## config.mk

```make
export PLATFORM = sky130hd
export DESIGN_NAME = pipe_stage_chain
export DESIGN_NICKNAME = d
export VERILOG_FILES = /design/src/rtl/pipe_pkg.sv /design/src/rtl/pipe_stage.sv /design/src/rtl/pipe_stage_chain.sv
export SDC_FILE = /design/constraint.sdc
export NUM_CORES = 1
export LEC_CHECK = 0
export CORE_AREA = 2 2 82 84
export DETAILED_ROUTE_END_ITERATION = 10
export DIE_AREA = 0 0 84 86
export GPL_TIMING_DRIVEN = 0
export PLACE_DENSITY = 0.74
export RECOVER_POWER = 25
export REMOVE_ABC_BUFFERS = 1
export SYNTH_ARGS = -nofsm -noshare
export SYNTH_HDL_FRONTEND = slang
export SYNTH_SLANG_ARGS = --single-unit
```

## constraint.sdc

```tcl
create_clock -name clk -period 1.1 [get_ports clk]
set_input_delay 0.22 -clock clk [delete_from_list [all_inputs] [get_ports clk]]
set_output_delay 0.22 -clock clk [all_outputs]
set_load 0.05 [all_outputs]
```

## src/rtl/pipe_pkg.sv

```systemverilog
// pipe_pkg: shared occupancy-width helper and stats counter width for pipe_stage_chain
package pipe_pkg;
  localparam int STATS_WIDTH = 32;
  function automatic int occ_width(input int stages);
    return $clog2(stages + 1);
  endfunction
endpackage

```

## src/rtl/pipe_stage.sv

```systemverilog
// pipe_stage: one valid+data register (clk, reset active-low sync, load, clear, src_valid, src_data -> valid, data); reset or clear zeroes it, load copies src, else holds
module pipe_stage #(
  parameter int WIDTH = 32
) (
  input  logic             clk,
  input  logic             reset,
  input  logic             load,
  input  logic             clear,
  input  logic             src_valid,
  input  logic [WIDTH-1:0] src_data,
  output logic             valid,
  output logic [WIDTH-1:0] data
);
  always_ff @(posedge clk)
    if (!reset || clear) begin
      valid <= 1'b0;
      data  <= '0;
    end else if (load) begin
      valid <= src_valid;
      data  <= src_data;
    end
endmodule

```

## src/rtl/pipe_stage_chain.sv

```systemverilog
// pipe_stage_chain: ready/valid register chain with bubble collapse, flush and occupancy (clk, reset active-low sync, flush, in_valid/in_ready/in_data, out_valid/out_ready/out_data, occupancy, plus stall_cycles when PIPE_STAGE_CHAIN_STATS_EN is defined)
module pipe_stage_chain
  import pipe_pkg::*;
#(
  parameter int WIDTH  = 32,
  parameter int STAGES = 2
) (
  input  logic                          clk,
  input  logic                          reset,
  input  logic                          flush,
  input  logic                          in_valid,
  output logic                          in_ready,
  input  logic [WIDTH-1:0]              in_data,
  output logic                          out_valid,
  input  logic                          out_ready,
  output logic [WIDTH-1:0]              out_data,
`ifdef PIPE_STAGE_CHAIN_STATS_EN
  output logic [STATS_WIDTH-1:0]        stall_cycles,
`endif
  output logic [occ_width(STAGES)-1:0]  occupancy
);
  localparam int OW = occ_width(STAGES);
  logic [STAGES-1:0]            vld;
  logic [STAGES:0]              rdy;
  logic [STAGES:0][WIDTH-1:0]   dat;
  logic                         in_fire;
  always_comb begin
    rdy[STAGES] = out_ready;
    for (int i = STAGES - 1; i >= 0; i--) rdy[i] = !vld[i] | rdy[i+1];
  end
  assign in_ready  = rdy[0] & !flush;
  assign in_fire   = in_valid & in_ready;
  assign dat[0]    = in_data;
  assign out_valid = vld[STAGES-1] & !flush;
  assign out_data  = dat[STAGES];
  for (genvar s = 0; s < STAGES; s++) begin : g_stage
    logic sv;
    if (s == 0) begin : g_head
      assign sv = in_fire;
    end else begin : g_tail
      assign sv = vld[s-1];
    end
    pipe_stage #(.WIDTH(WIDTH)) u_stage (
      .clk       (clk),
      .reset     (reset),
      .load      (rdy[s]),
      .clear     (flush),
      .src_valid (sv),
      .src_data  (dat[s]),
      .valid     (vld[s]),
      .data      (dat[s+1])
    );
  end
  always_comb begin
    occupancy = '0;
    for (int i = 0; i < STAGES; i++) occupancy = occupancy + OW'(vld[i]);
  end
`ifdef PIPE_STAGE_CHAIN_STATS_EN
  always_ff @(posedge clk)
    if (!reset) stall_cycles <= '0;
    else if (vld[STAGES-1] & !out_ready & !flush) stall_cycles <= stall_cycles + 1'b1;
`endif
endmodule

```

After elaboration in Yosys (flattened, before gate mapping) --
Index checks and enable logic that the tools add are counted.
Operators by class: $add $sub $neg 1, multiply operators 0, div/mod/pow operators 0, order comparisons 0, eq/ne operators 0, shifts and indexed selects 0, multiplexer cells 0, bitwise gates (word level) 5, reductions and logical operators 5
Operator list (number):
- 1-bit zero test | 4
- 1-bit AND | 3
- 1-bit by 1-bit adder with 2-bit output | 1
- 1-bit bitwise OR | 2
- 1-bit logical OR | 1
Word-level totals: register bits after elaboration 66, latch bits 0, bits in writable memories 0, bits in read-only memories 0, input port bits 37, output and inout bits 36, word-level logic and storage cells 15, memories kept 0

Logic depth before layout (Yosys ltp) --
Gate-level depths: netlist (run 1).
depth after elaboration 5, gate-level depth with buffers 5, depth with buffers taken out 3

Cells and area by module --
A second synthesis (run 1) with hierarchy kept.
Unflattened totals: cells, all modules 223, area total of the unflattened synthesis 2478.6 um^2
Modules (own cells, without submodules):
- pipe_stage | instances 2, cells an instance 108, area each 1212.4 um^2, sequential area each 660.6 um^2
- pipe_stage_chain | instances 1, cells an instance 7, area each 53.8 um^2, sequential area each 0.0 um^2

Worst setup path before layout (run 1) --
OpenSTA, ideal clock, no wires.
path type register to output, start point register g_stage[0].u_stage.valid, end point output port in_ready, arrival time 1396 ps, required time 880 ps, path slack -516 ps, cell stages (with the launch flop) 5, buffers on the path 2, path through dfxtp_1 > and3b_1 > buf_6 > buf_8 > nor2_1
Between the ends: longest elaborated chain between the ends 3
Ends and longest elaborated chain:
- start, declared | line pipe_stage.sv:11 | output logic valid,
- start signal, assigned | line pipe_stage.sv:19 | valid <= src_valid;
- 1-bit zero test | line pipe_stage_chain.sv:29 | for (int i = STAGES - 1; i >= 0; i--) rdy[i] = !vld[i] | rdy[i+1];
- 1-bit bitwise OR | line pipe_stage_chain.sv:29
- 1-bit AND | line pipe_stage_chain.sv:31 | assign in_ready = rdy[0] & !flush;
- end, declared | line pipe_stage_chain.sv:12 | output logic in_ready,
No other way between the ends.

Worst setup path in the final report (run 1) --
start point input port out_ready, end point output port in_ready
Between the ends: longest elaborated chain between the ends 3
Ends and longest elaborated chain:
- start, declared | line pipe_stage_chain.sv:15 | input logic out_ready,
- 1-bit bitwise OR (2 in a row) | line pipe_stage_chain.sv:29
- 1-bit AND | line pipe_stage_chain.sv:31
No other way between the ends.

==> impl_metrics.yaml, run 1 <==
worst_setup_path:
  critPathCaptureType: "output pin"
  critPathArrivalTime_ns: 1.14
  path_max_fanout: 8
  critPathKind: "in2out"
  crit_chain: "dlygate4sd2_1 > and3b_4 > nor2_4 > buf_6"
  start_kind: "input port"
  cp_data_required_time_ns: 0.88
  cp_slowest_stage_delay_ns: 0.40
  cp_slowest_cell: "dlygate4sd2_1"
clock_tree:
  cts_root_buffer: "clkbuf_8"
  h-tree-depth: 3
  cts_buffers: 9
  insertion_delay_ns: 0.33
  clk_pin_slew_ns: 0.07
  cts_tree: "done"
  cts.sinks: 66
  cts_buffer_depth: 2
routing:
  via_count: 2178
  dr.pass1.iters: 6
  drt_iter0_drc: 64
  wire_per_inst_um: 13.7
  detail_route.vias_per_cell: 4.82
  antenna_left: 0
  drc: 0
  finalWirelength_um: 6190
floorplan:
  die_area_um2: 7220
  die_x_um: 84
  initial_core_util_pct: 41.9
  num_rows: 29
  pin_count: 73
  die_h_um: 86
  core_um2: 6280
run_status:
  violations: "setup timing"
  status: "finished with violations"
global_route:
  antenna_found_initial: 0
  grt_pass1_vias: 2082
  grt_first_pass_wirelength_um: 9630
  grtUsageTotal_pct: 17.0
  grt_max_degree: 36
  overflow: 0
power_and_ir_drop:
  vdd.ir_drop.worst_mv: 0.738
  power-per-cell-area_nw_per_um2: 1430
  leakagePower_uw: 0.00143
synth:
  syn_area_per_cell_um2: 8.14
  netlist_area_um2: 2630
  ys_ff_latch: 66
  ys_warn_count: 0
  yosysSeqAreaShare_pct: 50.2
  synth_cell_types: 16
  netlist_instances: 323
sta:
  timing.hold.ws_ns: 0.443
  worst_pin_slew_ns: 0.462
  fmax_mhz: 738
  setup_ws_ns: -0.255
  fin_crit_ns: 1.36
  maxSlewViolCount: 0
  rsz0062_at_grt: "yes"
  maxSlewHeadroom_pct: 69.2
  post-route-period-util_pct: 123
  hold_viol_final: 0
  setup-violations-final: 64
  clock_skew_ns: 0.00512
cells_and_area:
  antenna_cells: 0
  nets: 408
  drive_gt1_share_pct: 38.1
  fillers: 553
  syn2layout_area_growth_pct: 42.6
  layout.cells.non_filler: 452
placed_design:
  io_buffers: 72
  dpl.hpwl_um: 3280
  place_congestion: 0.715
  dp.cells: 421
run:
  max_cap_violations: 0
worst_hold_path:
  hold_class: "in2reg"
[sequential cells by signal, indices dropped and copies added, names as in the netlist]
signal / flops
g_stage.u_stage.data: 64
g_stage.u_stage.valid: 2
[report_power, final]
part           switching, uW  internal (uW)
sequential              41.7           2460
combinational            246            240
clock                    878           1500
total                   1170           4200
[synthesized netlist by cell type, drive strengths merged]
library cell	n	area (um^2)
a21oi	64	354
buf	51	393
nand3b	1	7.51
and3b	1	8.76
nand2b	1	6.26
nor2	5	18.8
nor2b	2	12.5
nand2	128	480
clkbuf	2	7.51
or2b	1	7.51
dfxtp	66	1320
ha	1	12.5
[cell type report]
| class | count | area [um^2] | area share (%) |
|---|---|---|---|
| Clock inverter | 5 | 103 | 2.74 |
| Timing Repair Buffer | 85 | 932 | 24.8 |
| Multi-Input combinational cell | 208 | 1140 | 30.3 |
| Clock buffer | 11 | 131 | 3.50 |
| Sequential cell | 66 | 1350 | 36.1 |
| Tap cell | 77 | 96.3 | 2.57 |
[path summary, 6_finish.rpt]
| kind | start | to | cells past startpoint | slack, ns |
|---|---|---|---|---|
| worst max-delay path | out_ready | in_ready | 4 | -0.26 |
| worst max register to register | g_stage[1].u_stage.valid | g_stage[1].u_stage.data[3] | 3 | -0.07 |
| worst min-delay path | in_data[17] | g_stage[0].u_stage.data[17] | 3 | 0.44 |
| worst min register to register | g_stage[0].u_stage.data[12] | g_stage[1].u_stage.data[12] | 2 | 0.45 |
[metal layers]
layer  wire length, um  share of wire (%)  track usage [%]
met5                 0                  0                0
met4                76                1.2             8.21
met3               235                3.8             2.79
met2              3050                 49             30.3
met1              2830                 46             19.9
[critical path: cells and delay by family]
kind                   cells  cell delay, ns
AND/OR/NAND/NOR            2            0.35
buffers and inverters      2            0.56
[cells by family (layout without fill, tap and decap cells)]
family,Yosys count,count (layout),synth area share (%)
flops,66,66,50.2
simple gates,139,143,20.6
compound gates,64,64,13.5
fa+ha+maj,1,1,0.476
buf+inv,53,101,15.2
[metrics by stage]
stage | TNS [ns] | total power (uW) | utilization [%] | worst slack (ns) | area, um^2
floorplan | -46.84 | 2750 | - | -0.733 | 2230
global placement | -131.32 | 2950 | 48.5 | -1.90 | 3050
detailed placement | -79.78 | 2960 | 49.2 | -1.76 | 3090
CTS | -2.19 | 5370 | 55.1 | -0.262 | 3460
global route | -7.51 | 5570 | 59.8 | -0.306 | 3750
finish | -2.52 | 5370 | 59.8 | -0.255 | 3750
[timing repair]
action | 4_1_cts | 5_1_grt
pin swaps | 43 | 27
cloned | 3 | 2
resized for setup | 257 | 96
setup endpoints to repair | 102 | 98
buffers inserted | 9 | 3
hold buffers | 0 | 0
[cell usage in the layout, fill, tap and decap left out, types with 2 or more instances in the layout]
master and count:
clkdlybuf4s50_1 33, a21oi_1 35, dfxtp_2 19, dlygate4sd2_1 3, buf_12 3, nand2_1 109, a21oi_2 29, buf_8 2
nand2_2 16, dfxtp_4 2, nand2_4 3, buf_6 42, nand3b_1 2, clkbuf_8 9, dfxtp_1 45, clkbuf_1 2
nor2_1 3, bufinv_16 3, and3b_4 3
Note: power is estimated with default switching activity, not from simulation.
==> inputs of run 2 (changes only) <==
--- a/config.mk
+++ b/config.mk
@@ -5,11 +5,13 @@
 export SDC_FILE = /design/constraint.sdc
 export NUM_CORES = 1
 export LEC_CHECK = 0
-export CORE_AREA = 2 2 82 84
+export CAP_MARGIN = 25
+export CORE_AREA = 2 2 81 83
+export CTS_BUF_LIST = sky130_fd_sc_hd__clkbuf_4 sky130_fd_sc_hd__clkbuf_8
 export DETAILED_ROUTE_END_ITERATION = 10
-export DIE_AREA = 0 0 84 86
+export DIE_AREA = 0 0 83 85
 export GPL_TIMING_DRIVEN = 0
-export PLACE_DENSITY = 0.74
+export PLACE_DENSITY = 0.75
 export RECOVER_POWER = 25
 export REMOVE_ABC_BUFFERS = 1
 export SYNTH_ARGS = -nofsm -noshare
==> impl_metrics.yaml, run 2 (same netlist as run 1, synthesis figures left out) <==
run_status:
  status: "finished with violations"
  violations: "setup timing"
clock_tree:
  h-tree-depth: 3
  clk_pin_slew_ns: 0.07
  insertion_delay_ns: 0.33
  cts_buffer_depth: 2
  cts_buffers: 9
  cts_root_buffer: "clkbuf_8"
  cts.sinks: 66
  cts_tree: "done"
worst_setup_path:
  r2r_cells: 6
  cp_data_required_time_ns: 0.88
  critPathArrivalTime_ns: 1.15
  start_kind: "flip-flop"
  r2r_setup_slack_ns: -0.20
  critPathKind: "reg2out"
  path_max_fanout: 4
  critPathCaptureType: "output pin"
  rr_startpoint: "g_stage[1].u_stage.valid"
  reg2reg_to: "g_stage[1].u_stage.data[30]"
routing:
  finalWirelength_um: 7630
  via_count: 2345
  antenna_left: 0
  wire_per_inst_um: 16.3
  detail_route.vias_per_cell: 5.00
  drc: 0
  dr.pass1.iters: 4
  drt_iter0_drc: 76
placed_design:
  dpl.hpwl_um: 3650
  io_buffers: 72
  place_congestion: 0.717
  dp.cells: 424
power_and_ir_drop:
  vdd.ir_drop.worst_mv: 0.887
  power-per-cell-area_nw_per_um2: 1080
  leakagePower_uw: 0.00189
  power_uw: 4870
global_route:
  grt_pass1_vias: 2143
  met3_usage_pct: 5.84
  grtUsageTotal_pct: 18.9
  use_met2_pct: 33.6
  overflow: 0
  busiest_layer: "met2"
  grt.met1_usage_pct: 21.6
  grt_max_degree: 39
  grt_first_pass_wirelength_um: 10600
  antenna_found_initial: 0
sta:
  maxSlewHeadroom_pct: 69.4
  clock_skew_ns: 0.00909
  fin_crit_ns: 1.37
  post-route-period-util_pct: 125
  rsz0062_at_grt: "yes"
  maxSlewViolCount: 0
  worst_pin_slew_ns: 0.458
  hold_viol_final: 0
  fmax_mhz: 729
  setup_ws_ns: -0.271
  setup-violations-final: 70
floorplan:
  core_um2: 6200
  die_h_um: 85
  die_area_um2: 7060
  num_rows: 29
  die_x_um: 83
  initial_core_util_pct: 42.4
  pin_count: 73
cells_and_area:
  largest_reg_flops: 64
  antenna_cells: 0
  layout.cells.non_filler: 469
  final_common_cell: "nand2_1"
  drive_gt1_share_pct: 60.2
  nets: 425
  top_register: "g_stage.u_stage.data"
  layout_common_cells: "67 x nand2_1, 53 x a21oi_2, 37 x nand2_4, 37 x dfxtp_1, 33 x clkdlybuf4s50_1"
  syn2layout_area_growth_pct: 71.5
  reg_top3: "g_stage.u_stage.data x64, g_stage.u_stage.valid x2"
worst_hold_path:
  hold_class: "in2reg"
  hold_path.startpoint: "in_data[15]"
  min_to: "g_stage[0].u_stage.data[15]"
  min_path_cells: 3
run:
  max_cap_violations: 0
## run 2: cell types whose count changed in the layout (fill, tap and decap cells not counted), sizes merged
cell	previous run	this run
clkinv	1	3
nand3b	2	1
buf	48	65
clkinvlp	1	0
and3b	4	1
clkbuf	12	18
bufinv	3	0
## run 2: stage by stage
step / area (um^2) / util, % / hold WS, ns / setup slack [ns] / setup TNS (ns)
floorplan: 2230 / - / 0.341 / -0.733 / -46.84
global placement: 3050 / 49.1 / 0.438 / -1.85 / -129.35
detailed placement: 3160 / 50.9 / 0.443 / -1.37 / -58.92
CTS: 3830 / 61.7 / 0.429 / -0.272 / -7.66
global route: 4510 / 72.7 / 0.438 / -0.327 / -13.83
finish: 4510 / 72.7 / 0.443 / -0.271 / -10.46
## run 2: layout make-up
cell class                      count  area, um^2
Fill cell                         439        1700
Multi-Input combinational cell    204        1460
Sequential cell                    66        1400
Timing Repair Buffer              106        1380
Clock buffer                       13         160
Tap cell                           77        96.3
Clock inverter                      3        15.0
## run 2: worst max path at each step
stage | start | to | slack (ns) | cells after the start
2_1_floorplan | flush | g_stage[0].u_stage.valid | -0.73 | 2
3_3_place_gp | out_ready | g_stage[1].u_stage.data[7] | -1.85 | 4
3_5_place_dp | out_ready | in_ready | -1.37 | 4
4_1_cts | g_stage[0].u_stage.valid | in_ready | -0.27 | 3
5_1_grt | g_stage[0].u_stage.valid | in_ready | -0.33 | 3
6_report | g_stage[0].u_stage.valid | in_ready | -0.27 | 3
## run 2: what timing repair did
action,4_1_cts,5_1_grt
cloned,6,5
pin swaps,54,50
hold buffers,0,0
endpoints found under the setup margin,102,100
gates resized for setup,314,182
buffers inserted,14,10
## run 2: report_power, final
| part | internal (uW) | switching [uW] | leakage, uW |
|---|---|---|---|
| sequential | 2430 | 67.6 | 0.000557 |
| combinational | 287 | 277 | 0.00124 |
| clock | 946 | 868 | 0.0000974 |
## run 2: critical path, stage by stage (launching register included)
cell,delay [ns]
dfxtp_4,0.36
and3b_4,0.21
nor2_4,0.09
buf_6,0.16
## run 2: layer usage
| metal | vias to the layer above | wire length, um |
|---|---|---|
| met5 | - | 0 |
| met4 | 0 | 221 |
| met3 | 20 | 369 |
| met2 | 74 | 4180 |
| met1 | 1125 | 2870 |
| li1 | 1126 | - |
==> inputs of run 3 (changes only) <==
--- a/config.mk
+++ b/config.mk
@@ -5,7 +5,7 @@
 export SDC_FILE = /design/constraint.sdc
 export NUM_CORES = 1
 export LEC_CHECK = 0
-export CAP_MARGIN = 25
+export CAP_MARGIN = 10
 export CORE_AREA = 2 2 81 83
 export CTS_BUF_LIST = sky130_fd_sc_hd__clkbuf_4 sky130_fd_sc_hd__clkbuf_8
 export DETAILED_ROUTE_END_ITERATION = 10
@@ -14,6 +14,8 @@
 export PLACE_DENSITY = 0.75
 export RECOVER_POWER = 25
 export REMOVE_ABC_BUFFERS = 1
+export SKIP_CTS_REPAIR_TIMING = 1
+export SLEW_MARGIN = 15
 export SYNTH_ARGS = -nofsm -noshare
 export SYNTH_HDL_FRONTEND = slang
 export SYNTH_SLANG_ARGS = --single-unit
==> impl_metrics.yaml, run 3 (same netlist as run 1, synthesis figures left out) <==
run_status:
  status: "finished with violations"
  violations: "setup timing"
routing:
  via_count: 2303
  wire_per_inst_um: 16.5
  drc: 0
  dr.pass1.iters: 5
  antenna_left: 0
  finalWirelength_um: 7530
  drt_iter0_drc: 101
  detail_route.vias_per_cell: 5.04
sta:
  clock_skew_ns: 0.00937
  hold_viol_final: 0
  fin_crit_ns: 1.36
  maxSlewViolCount: 0
  setup_ws_ns: -0.260
  post-route-period-util_pct: 124
  setup-violations-final: 69
  fmax_mhz: 735
  worst_pin_slew_ns: 0.546
  maxSlewHeadroom_pct: 63.6
  rsz0062_at_grt: "yes"
  timing.hold.ws_ns: 0.441
  fin_setup_tns_ns: -8.18
worst_setup_path:
  cp_data_required_time_ns: 0.88
  r2r_setup_slack_ns: -0.22
  path_max_fanout: 10
  start_kind: "input port"
  critPathCaptureType: "output pin"
  cp_slowest_stage_delay_ns: 0.40
  critPathArrivalTime_ns: 1.14
  crit_family: "buffers and inverters"
  r2r_cells: 6
  crit_chain: "dlymetal6s2s_1 > and3b_4 > nor2_4 > buf_6"
  rr_startpoint: "g_stage[1].u_stage.valid"
  critPathKind: "in2out"
  path_buf_inv: 2
  cp_slowest_cell: "dlymetal6s2s_1"
  reg2reg_to: "g_stage[0].u_stage.data[7]"
clock_tree:
  h-tree-depth: 3
  cts_buffer_depth: 2
  insertion_delay_ns: 0.33
  cts.sinks: 66
  cts_root_buffer: "clkbuf_8"
  cts_buffers: 9
  clk_pin_slew_ns: 0.07
  cts_tree: "done"
cells_and_area:
  drive_gt1_share_pct: 47.9
  syn2layout_area_growth_pct: 55.2
  reg_top3: "g_stage.u_stage.data x64, g_stage.u_stage.valid x2"
  top_register: "g_stage.u_stage.data"
  nets: 414
  layout.cells.non_filler: 457
  layout_common_cells: "90 x nand2_1, 38 x dfxtp_1, 34 x a21oi_2"
  post-route-cell-area_um2: 4080
  antenna_cells: 0
  largest_reg_flops: 64
  final_common_cell: "nand2_1"
  fillers: 528
run:
  max_cap_violations: 0
global_route:
  antenna_found_initial: 0
  grt_first_pass_wirelength_um: 8590
  overflow: 0
  grt_max_degree: 67
  grtUsageTotal_pct: 15.0
  grt_pass1_vias: 1950
placed_design:
  io_buffers: 72
  place_area_um2: 3080
  place_congestion: 0.717
  dpl.hpwl_um: 3230
  dp.cells: 420
worst_hold_path:
  min_path_cells: 3
  hold_path.startpoint: "in_data[4]"
  min_to: "g_stage[0].u_stage.data[4]"
  hold_class: "in2reg"
floorplan:
  num_rows: 29
  die_h_um: 85
  die_area_um2: 7060
  core_um2: 6200
  pin_count: 73
  initial_core_util_pct: 42.4
  die_x_um: 83
power_and_ir_drop:
  p_seq_share_pct: 51.5
  power_frac_clock_pct: 37.1
  power-per-cell-area_nw_per_um2: 1190
  comb_power_share_pct: 11.4
  vdd.ir_drop.worst_mv: 0.796
  leakagePower_uw: 0.00170
  cell_internal_pwr_uw: 3660
  switchingPower_uw: 1180
  swShare_pct: 24.4
-- run 3: cell types whose count changed in the layout (fill, tap and decap cells not counted), sizes merged --
cell | before | now
and3b | 1 | 3
dlymetal6s2s | 0 | 3
dlygate4sd2 | 3 | 0
or2b | 1 | 4
clkbuf | 18 | 15
nand2b | 1 | 2
buf | 65 | 49
nor2b | 2 | 3
-- run 3: final cells by class --
cell class	count	area (um^2)	area share, %
well taps	77	96.3	2.36
flip-flops and latches	66	1380	33.8
repair buffers	88	1060	26.0
multi-input cells	211	1370	33.7
clock buffers	12	159	3.89
clock inverters	3	15.0	0.368
-- run 3: worst max-delay path by stage --
stage	start	end	slack, ns	cells after the start
5_1_grt	out_ready	in_ready	-0.30	4
4_1_cts	out_ready	in_ready	-1.37	4
6_report	out_ready	in_ready	-0.26	4
2_1_floorplan	flush	g_stage[0].u_stage.valid	-0.73	2
3_3_place_gp	out_ready	g_stage[1].u_stage.data[7]	-1.85	4
3_5_place_dp	out_ready	in_ready	-1.35	4
-- run 3: power groups by stage --
stage	sequential, uW	combinational (uW)	clock, uW
floorplan	2610	138	0
global placement	2540	407	0
CTS	2490	412	1830
global route	2500	587	1940
finish	2490	552	1800
detailed placement	2550	410	0
-- run 3: stage by stage --
step                      power, uW  setup slack, ns  utilization, %
after floorplan                2750           -0.733               -
after global placement         2950            -1.85            49.1
after detailed placement       2960            -1.35            49.6
after CTS                      4730            -1.37            52.4
after global routing           5020           -0.302            65.8
final                          4840           -0.260            65.8
-- run 3: layer usage --
layer / track usage, % / vias up / part of all wire (%)
met4: 5.81 / 0 / 1.4
met2: 25.8 / 68 / 52
met3: 5.64 / 11 / 4.6
met1: 17.0 / 1110 / 42
met5: 0 / - / 0
li1: - / 1114 / -
-- run 3: worst min-delay path: cells and delay by family --
kind / cells / cell delay, ns
compound gates: 1 / 0.05
buf+inv: 1 / 0.40
simple gates: 1 / 0.05
